File: src/rtl/complex_accum_dump.sv
// complex_accum_dump: integrate-and-dump for complex products.
// Sums ACC_LEN signed products per lane (real, imag). On the last sample of a
// block the sum is rounded half toward +inf, arithmetically shifted, saturated
// to OUT_W bits and presented on a valid/ready output. The result is held until
// the consumer takes it, and the final sample of the next block is refused
// while the output slot is still occupied.

// One lane: accumulator plus round/shift/saturate of the would-be sum.
module complex_accum_dump_lane #(
    parameter int IN_W  = 35,
    parameter int ACC_W = 39,
    parameter int SHIFT = 4,
    parameter int OUT_W = 32
) (
    input  logic             clk,
    input  logic             rst,
    input  logic             clear,
    input  logic             accept,
    input  logic             last,
    input  logic [IN_W-1:0]  din,
    output logic [OUT_W-1:0] res,
    output logic             sat
);
    // Working width: one bit of headroom for the rounding add, and never
    // narrower than the output so the clip compare is always meaningful.
    localparam int RW = (ACC_W + 1 > OUT_W) ? ACC_W + 1 : OUT_W + 1;
    localparam logic [RW-1:0] RND    = (RW'(1) << SHIFT) >> 1;
    localparam logic [RW-1:0] MAX_V  = {{(RW-OUT_W+1){1'b0}}, {(OUT_W-1){1'b1}}};
    localparam logic [RW-1:0] MIN_V  = {{(RW-OUT_W+1){1'b1}}, {(OUT_W-1){1'b0}}};
    localparam logic [OUT_W-1:0] MAX_O = {1'b0, {(OUT_W-1){1'b1}}};
    localparam logic [OUT_W-1:0] MIN_O = {1'b1, {(OUT_W-1){1'b0}}};

    logic signed [ACC_W-1:0] acc;
    logic signed [ACC_W-1:0] sum;
    logic signed [RW-1:0]    rnd;
    logic signed [RW-1:0]    shf;
    logic                    hi;
    logic                    lo;

    assign sum = acc + ACC_W'($signed(din));
    assign rnd = RW'(sum) + $signed(RND);
    assign shf = rnd >>> SHIFT;
    assign hi  = shf > $signed(MAX_V);
    assign lo  = shf < $signed(MIN_V);
    assign sat = hi | lo;
    assign res = hi ? MAX_O : (lo ? MIN_O : shf[OUT_W-1:0]);

    // Accumulate accepted samples; restart after a dump or a clear.
    always_ff @(posedge clk or posedge rst) begin
        if (rst) begin
            acc <= '0;
        end else if (clear || (accept && last)) begin
            acc <= '0;
        end else if (accept) begin
            acc <= sum;
        end
    end
endmodule

module complex_accum_dump #(
    parameter int IN_W    = 35,
    parameter int ACC_LEN = 16,
    parameter int SHIFT   = 4,
    parameter int OUT_W   = 32
) (
    input  logic                    clk,
    input  logic                    rst,
    input  logic                    clear,
    input  logic                    in_valid,
    output logic                    in_ready,
    input  logic signed [IN_W-1:0]  in_real,
    input  logic signed [IN_W-1:0]  in_imag,
    output logic                    out_valid,
    input  logic                    out_ready,
    output logic signed [OUT_W-1:0] out_real,
    output logic signed [OUT_W-1:0] out_imag,
    output logic                    sat_flag
);
    localparam int NUM_LANES = 2;
    localparam int CNT_W     = $clog2(ACC_LEN);
    localparam int ACC_W     = IN_W + CNT_W;
    localparam logic [CNT_W-1:0] LAST = CNT_W'(ACC_LEN - 1);

    logic [CNT_W-1:0]                  count;
    logic                              last;
    logic                              accept;
    logic                              dump;
    logic [NUM_LANES-1:0][IN_W-1:0]    din;
    logic [NUM_LANES-1:0][OUT_W-1:0]   res;
    logic [NUM_LANES-1:0]              sat;

    assign din[0]   = in_real;
    assign din[1]   = in_imag;
    assign last     = (count == LAST);
    // Only the block-closing sample can stall: it needs the output slot free.
    assign in_ready = !clear && !(last && out_valid && !out_ready);
    assign accept   = in_valid && in_ready;
    assign dump     = accept && last;

    for (genvar l = 0; l < NUM_LANES; l++) begin : g_lane
        complex_accum_dump_lane #(
            .IN_W  (IN_W),
            .ACC_W (ACC_W),
            .SHIFT (SHIFT),
            .OUT_W (OUT_W)
        ) u_lane (
            .clk    (clk),
            .rst    (rst),
            .clear  (clear),
            .accept (accept),
            .last   (last),
            .din    (din[l]),
            .res    (res[l]),
            .sat    (sat[l])
        );
    end

    // Sample counter within the current block.
    always_ff @(posedge clk or posedge rst) begin
        if (rst) begin
            count <= '0;
        end else if (clear || dump) begin
            count <= '0;
        end else if (accept) begin
            count <= count + CNT_W'(1);
        end
    end

    // Output slot: load on dump (even during a handshake), drop valid when taken.
    always_ff @(posedge clk or posedge rst) begin
        if (rst) begin
            out_valid <= 1'b0;
            out_real  <= '0;
            out_imag  <= '0;
            sat_flag  <= 1'b0;
        end else if (dump) begin
            out_valid <= 1'b1;
            out_real  <= res[0];
            out_imag  <= res[1];
            sat_flag  <= sat_flag | (|sat);
        end else if (out_ready) begin
            out_valid <= 1'b0;
        end
    end
endmodule

File: config.mk
export PLATFORM = sky130hd
export DESIGN_NAME = complex_accum_dump
export DESIGN_NICKNAME = d
export VERILOG_FILES = /design/src/rtl/complex_accum_dump.sv
export SDC_FILE = /design/constraint.sdc
export NUM_CORES = 1
export LEC_CHECK = 0
export CORE_MARGIN = 2
export CORE_UTILIZATION = 62
export CTS_CLUSTER_SIZE = 20
export DETAILED_ROUTE_END_ITERATION = 7
export PLACE_DENSITY = 0.92
export SLEW_MARGIN = 20
export SYNTH_ARGS = -nofsm -noshare
export SYNTH_HDL_FRONTEND = slang
export SYNTH_SLANG_ARGS = --single-unit
File: constraint.sdc
create_clock -name clk -period 7.4 [get_ports clk]
set_input_delay 1.11 -clock clk [delete_from_list [all_inputs] [get_ports clk]]
set_output_delay 1.11 -clock clk [all_outputs]
set_load 0.01 [all_outputs]
* Yosys cells after proc, flatten, opt, wreduce, memory -nomap -nowiden
Index checks and enable logic that the tools add are counted.
** Storage, ports and cells
- Logic and storage cells :: 44
- Bits in registers :: 148
- Input bits :: 75
** Cells by class
- Mux-type cells :: 12
- Reductions and logical operators :: 12
- Order comparisons :: 4
- Eq/ne operators :: 1
- Bitwise gates (word level) :: 3
- Add/sub/neg operators :: 5
** Operators by type and width (count)
- 39-bit 2-to-1 mux :: 4
- 32-bit 2-to-1 mux :: 4
- 39-bit by 5-bit adder with 40-bit output, second input constant :: 2
- 39-bit by 35-bit adder with 39-bit output :: 2
- 36-bit by 32-bit > comparator with 1-bit output, second input constant :: 2
- 36-bit by 32-bit less-than comparator with 1-bit output, second input constant :: 2
- 4-bit 2-to-1 mux :: 2
- 1-bit logical AND :: 5
- 4-bit by 1-bit adder with 4-bit output, second input constant :: 1
- 4-bit equality test, second input constant :: 1
- 2-bit nonzero test :: 2
- 1-bit zero test :: 3
- 1-bit bitwise OR :: 3
- 1-bit 2-to-1 mux :: 2
- 2-bit OR reduction :: 1
- 1-bit logical OR :: 1

* Depth between registers and ports, before layout
- Depth in word-level cells :: 9
- Mapped depth :: 18
- Gate-level depth less buffers :: 15

* Hierarchy
Synthesis repeated with hierarchy kept, for this count alone.
** Unflattened totals
- Cell total of the unflattened synthesis :: 1420
- Area total of the unflattened synthesis :: 13205.2 um^2
** By module, submodules not included
- complex_accum_dump_lane :: cells each 623, seq. area each 975.9 um^2, instances 2, area each 5114.9 um^2
- complex_accum_dump :: cells each 174, seq. area each 1751.7 um^2, instances 1, area each 2975.4 um^2

* Worst setup path before layout
OpenSTA, ideal clock, no wires.
- Path kind :: in2reg
- Start :: input port in_real[0]
- End :: register out_real[0]
- Data arrival time :: 4847 ps
- Slack :: 2432 ps
- Required time :: 7279 ps
- Stages on the path :: 16
- Library setup time :: 121 ps
- Buffers on the path :: 2
- Path through :: ha_1 fa_1 a21oi_1 o21ai_1 a21oi_2 o21ai_1 xor2_1 nand4_2 or4_1 buf_2 nor4_2 a311oi_1 o31a_2 buf_4 and2_1 a22o_1
** On the way
- Word-level cells in the longest chain between the ends :: 5
- Elaborated cells on any way between the ends :: 6
- Those cells by class :: add/sub (2); order compare (2); mux (2)
** RTL lines
- start, declared :: line 71 : input logic signed [IN_W-1:0] in_real,
- 39-bit by 35-bit adder with 39-bit output * :: line 40 : assign sum = acc + ACC_W'($signed(din));
- 39-bit by 5-bit adder with 40-bit output * :: line 41 : assign rnd = RW'(sum) + $signed(RND);
- 36-bit by 32-bit less-than comparator with 1-bit output :: line 44 : assign lo = shf < $signed(MIN_V);
- 32-bit 2-to-1 mux :: line 46 : assign res = hi ? MAX_O : (lo ? MIN_O : shf[OUT_W-1:0]);
- 32-bit 2-to-1 mux * :: line 46
- end signal, assigned :: line 138 : out_real <= res[0];
- end, declared :: line 75 : output logic signed [OUT_W-1:0] out_real,
Mark *: on every way between the ends. The rest lies on a longest branch, timed or not.
A chain may end at the register's enable or synchronous reset.

* Worst setup path after layout
- Start :: input port in_real[0]
- End :: register out_real[9]
The elaborated chain is that of the path after synthesis.

==> out/results.txt <==
Postcts setup bufs -> 0
Part of the power in combinational logic -> 0.554
Hold violation total from the final report -> 0
Clock network fraction of design power -> 0.212
TritonCTS clock tree -> built
Antenna violation net count after detailed routing -> 0
Total count of max-transition violations in the final report -> 0
Distinct cell type count of the synthesized netlist -> 93
Post-placement setup slack -> 1.08 ns
Clock tree root buffer cell -> clkbuf_16
Detailed-route via count -> 12,410
Ys Warns -> 0
PortBufs -> 141
Sequential share of power -> 0.234
Clock sinks -> 148
Cell count after synthesis -> 1,494
Req. time, crit path -> 7.67 ns
Number of enable-type register cells in the synthesized netlist -> 0
Nets in the synthesized netlist -> 1,650
Standard cell core area -> 19,500 um2
Sequential-to-total area share from yosys stat -> 0.302
Ratio of total power to cell area -> 300 nW/um2
Total gr overflow -> 0
Commonest cells after routing, fill and taps aside -> 197 x nand2_1, 148 x dfrtp_1, 141 x clkdlybuf4s50_1
Internal portion of total power -> 2.33 mW
Maximum number of pins on one net before global-route repair -> 88
Sort of element at the end of the critical path -> flip-flop
Switching portion of total power -> 0.460
Drt first-iter violations -> 1,100
Average size of a mapped cell -> 8.22 um2
Highest routed layer -> met4
Kind of critical path -> in2reg
Area of the die -> 20,900 um2
Post-CTS Hold Fix Bufs -> 0
Multi-input logic area -> 8150 um2
Number of detailed-route iterations in the first pass -> 8
Number of fill cells in the layout -> 1,453
Final RePlAce weighted congestion -> 0.992
Commonest non-fill, non-tap cell in the layout -> nand2_1
Number of top-level pins -> 142
Max Buffers Root-to-Sink -> 2
Number of levels in the clock H-tree -> 4
Max rail drop VDD -> 0.180 mV
Hold WC Path Type -> reg2reg
Initial core utilization -> 0.631
Routed metal-1 wirelength -> 14,900 um
Num rows -> 51
Proportion of layout cells with a drive suffix above 1 -> 0.0617
Total power of the final layout -> 4.31 mW
Area Growth Syn to Fin -> 17.2%
Initial antenna violation count -> 0
# setup viols final -> 0
Ant diodes -> 0
Gr usage total -> 0.359
Met2 wire length -> 18,000 um
Global-route wire length before repair -> 59,300 um
Post-layout min period -> 5.92 ns
Wire length per cell after detailed routing -> 20.0 um
Slew of the pin with the lowest slew margin -> 0.811 ns
Ratio of routed vias to standard cells -> 6.64
Chip width -> 145 um
Crit path max fanout -> 18
Kind of launch point of the worst setup path -> input pin
Synthesis-stage register bit count -> 148
Result of the run -> completed
Normalized max-slew margin -> 0.460
Period utilisation layout -> 0.800
Detailed placement HPWL -> 26,900 um
Maximum clock frequency -> 169 MHz
# resized after CTS -> 0
Number of buffers inserted during clock tree synthesis -> 17
Switching power of the nets -> 1.98 mW
Final clock skew -> 0.0124 ns
Register area -> 3700 um2
Latest clock arrival within the worst-skew pair -> 0.44 ns
Netlist area before placement -> 12,300 um2
Setup repair after global routing missed its margin -> false
Dominant synthesized flop cell -> dfrtp_1
Number of global-route vias before repair -> 11,923
Maxcap violations -> 0
Sum of routed wire length over all layers -> 37,400 um
Setup TNS after final layout -> 0 ns
Final setup margin -> 1.48 ns
P_leak -> 6.23 nW
Fraction of registers with async set or reset after synthesis -> 1.00
Drt drc -> 0
Post-CTS clock slew at the launch and capture registers of the worst setup and hold paths -> 0.07 ns
WP data arrival -> 6.19 ns
Number of nets in the layout -> 1,747
Routed met3 length -> 2880 um
Vertical die dimension -> 145 um
[per-stage QoR]
step,std cells,instance area [um2],util,hold slack [ns]
global route,1869,14400,0.739,0.523
detailed placement,1836,13800,0.708,0.479
floorplan,1494,12300,-,0.454
CTS,1868,14400,0.739,0.493
finish,1869,14400,0.739,0.492
global placement,1836,13800,0.708,0.465
[worst max-delay path: stages]
cell and delay, ns:
clkdlybuf4s50_1 0.41, ha_1 0.23, fa_1 0.41, a21oi_1 0.43, o21ai_1 0.27, a21oi_2 0.31, o21ai_1 0.13, xor2_1 0.34
nand4_2 0.20, or4_1 0.69, nor3_2 0.42, nand3_1 0.14, a31oi_1 0.23, or2_1 0.43, buf_4 0.31, a31oi_1 0.12
[cell families (layout without fill, tap and decap cells)]
group / count (synthesis) / count (layout) / share of synthesized area
buffers and inverters: 101 / 211 / 0.0379
muxes: 5 / 5 / 0.00428
AOI/OAI and AO/OA: 461 / 461 / 0.254
xor gates and xnor gates: 112 / 112 / 0.0799
adders and majority gates: 81 / 81 / 0.0838
and+or+nand+nor: 586 / 586 / 0.239
DFF: 148 / 148 / 0.302
[registers in the layout, indices dropped and copies added (netlist names)]
| name | count |
|---|---|
| out_imag | 32 |
| out_valid | 1 |
| sat_flag | 1 |
| out_real | 32 |
| count | 4 |
| g_lane.u_lane.acc | 78 |
[cells in the mapped netlist (15+ instances only)]
library cell / count / area [um2]
a22o_1: 50 / 438
buf_2: 21 / 105
nand3_1: 39 / 195
a21oi_1: 115 / 576
nor4_1: 16 / 100
a31oi_1: 42 / 263
ha_1: 79 / 988
nand2_1: 197 / 739
clkbuf_1: 43 / 161
and3_1: 16 / 100
o211ai_1: 22 / 165
and2_1: 20 / 125
o21a_1: 15 / 113
inv_1: 26 / 97.6
nor3_1: 27 / 135
a21o_1: 30 / 225
nor2_1: 143 / 537
xnor2_1: 61 / 534
dfrtp_1: 148 / 3700
o21ai_0: 75 / 375
xor2_1: 51 / 447
nand4_1: 36 / 225
[metal layers]
| metal | vias up | GRT usage |
|---|---|---|
| li1 | 5717 | - |
| met1 | 5921 | 0.453 |
| met2 | 628 | 0.602 |
| met3 | 144 | 0.0559 |
| met4 | 0 | 0.177 |
| met5 | - | 0 |
[power groups by stage]
stage	registers, mW	logic, mW	clock network [mW]
after CTS	1.01	2.32	0.908
after detailed placement	1.02	2.29	0
after global routing	1.02	2.59	0.947
after global placement	1.01	2.23	0
final	1.01	2.39	0.913
after floorplan	1.00	1.77	0
[worst paths after layout]
kind / startpoint / to / slack (ns) / cells after the start
setup / recovery: in_real[0] / out_real[9]$_DFFE_PP0P_ / 1.48 / 16
hold / removal: g_lane[0].u_lane.acc[21]$_DFFE_PP0P_ / g_lane[0].u_lane.acc[21]$_DFFE_PP0P_ / 0.49 / 2
setup reg to reg: g_lane[0].u_lane.acc[0]$_DFFE_PP0P_ / out_real[9]$_DFFE_PP0P_ / 2.20 / 15
hold reg to reg: g_lane[0].u_lane.acc[21]$_DFFE_PP0P_ / g_lane[0].u_lane.acc[21]$_DFFE_PP0P_ / 0.49 / 2
max in group asynchronous: rst / out_real[15]$_DFFE_PP0P_ / 4.89 / 3
min in group asynchronous: rst / g_lane[0].u_lane.acc[2]$_DFFE_PP0P_ / 1.20 / 2
[area by class of cell]
class                           instances  area share
Clock inverter                         12      0.0101
Multi-Input combinational cell       1245       0.566
Sequential cell                       148       0.257
Inverter                               26     0.00713
Timing Repair Buffer                  153       0.105
Tap cell                              265      0.0230
Clock buffer                           20      0.0317
No activity file was read; power rests on OpenSTA's default activity.
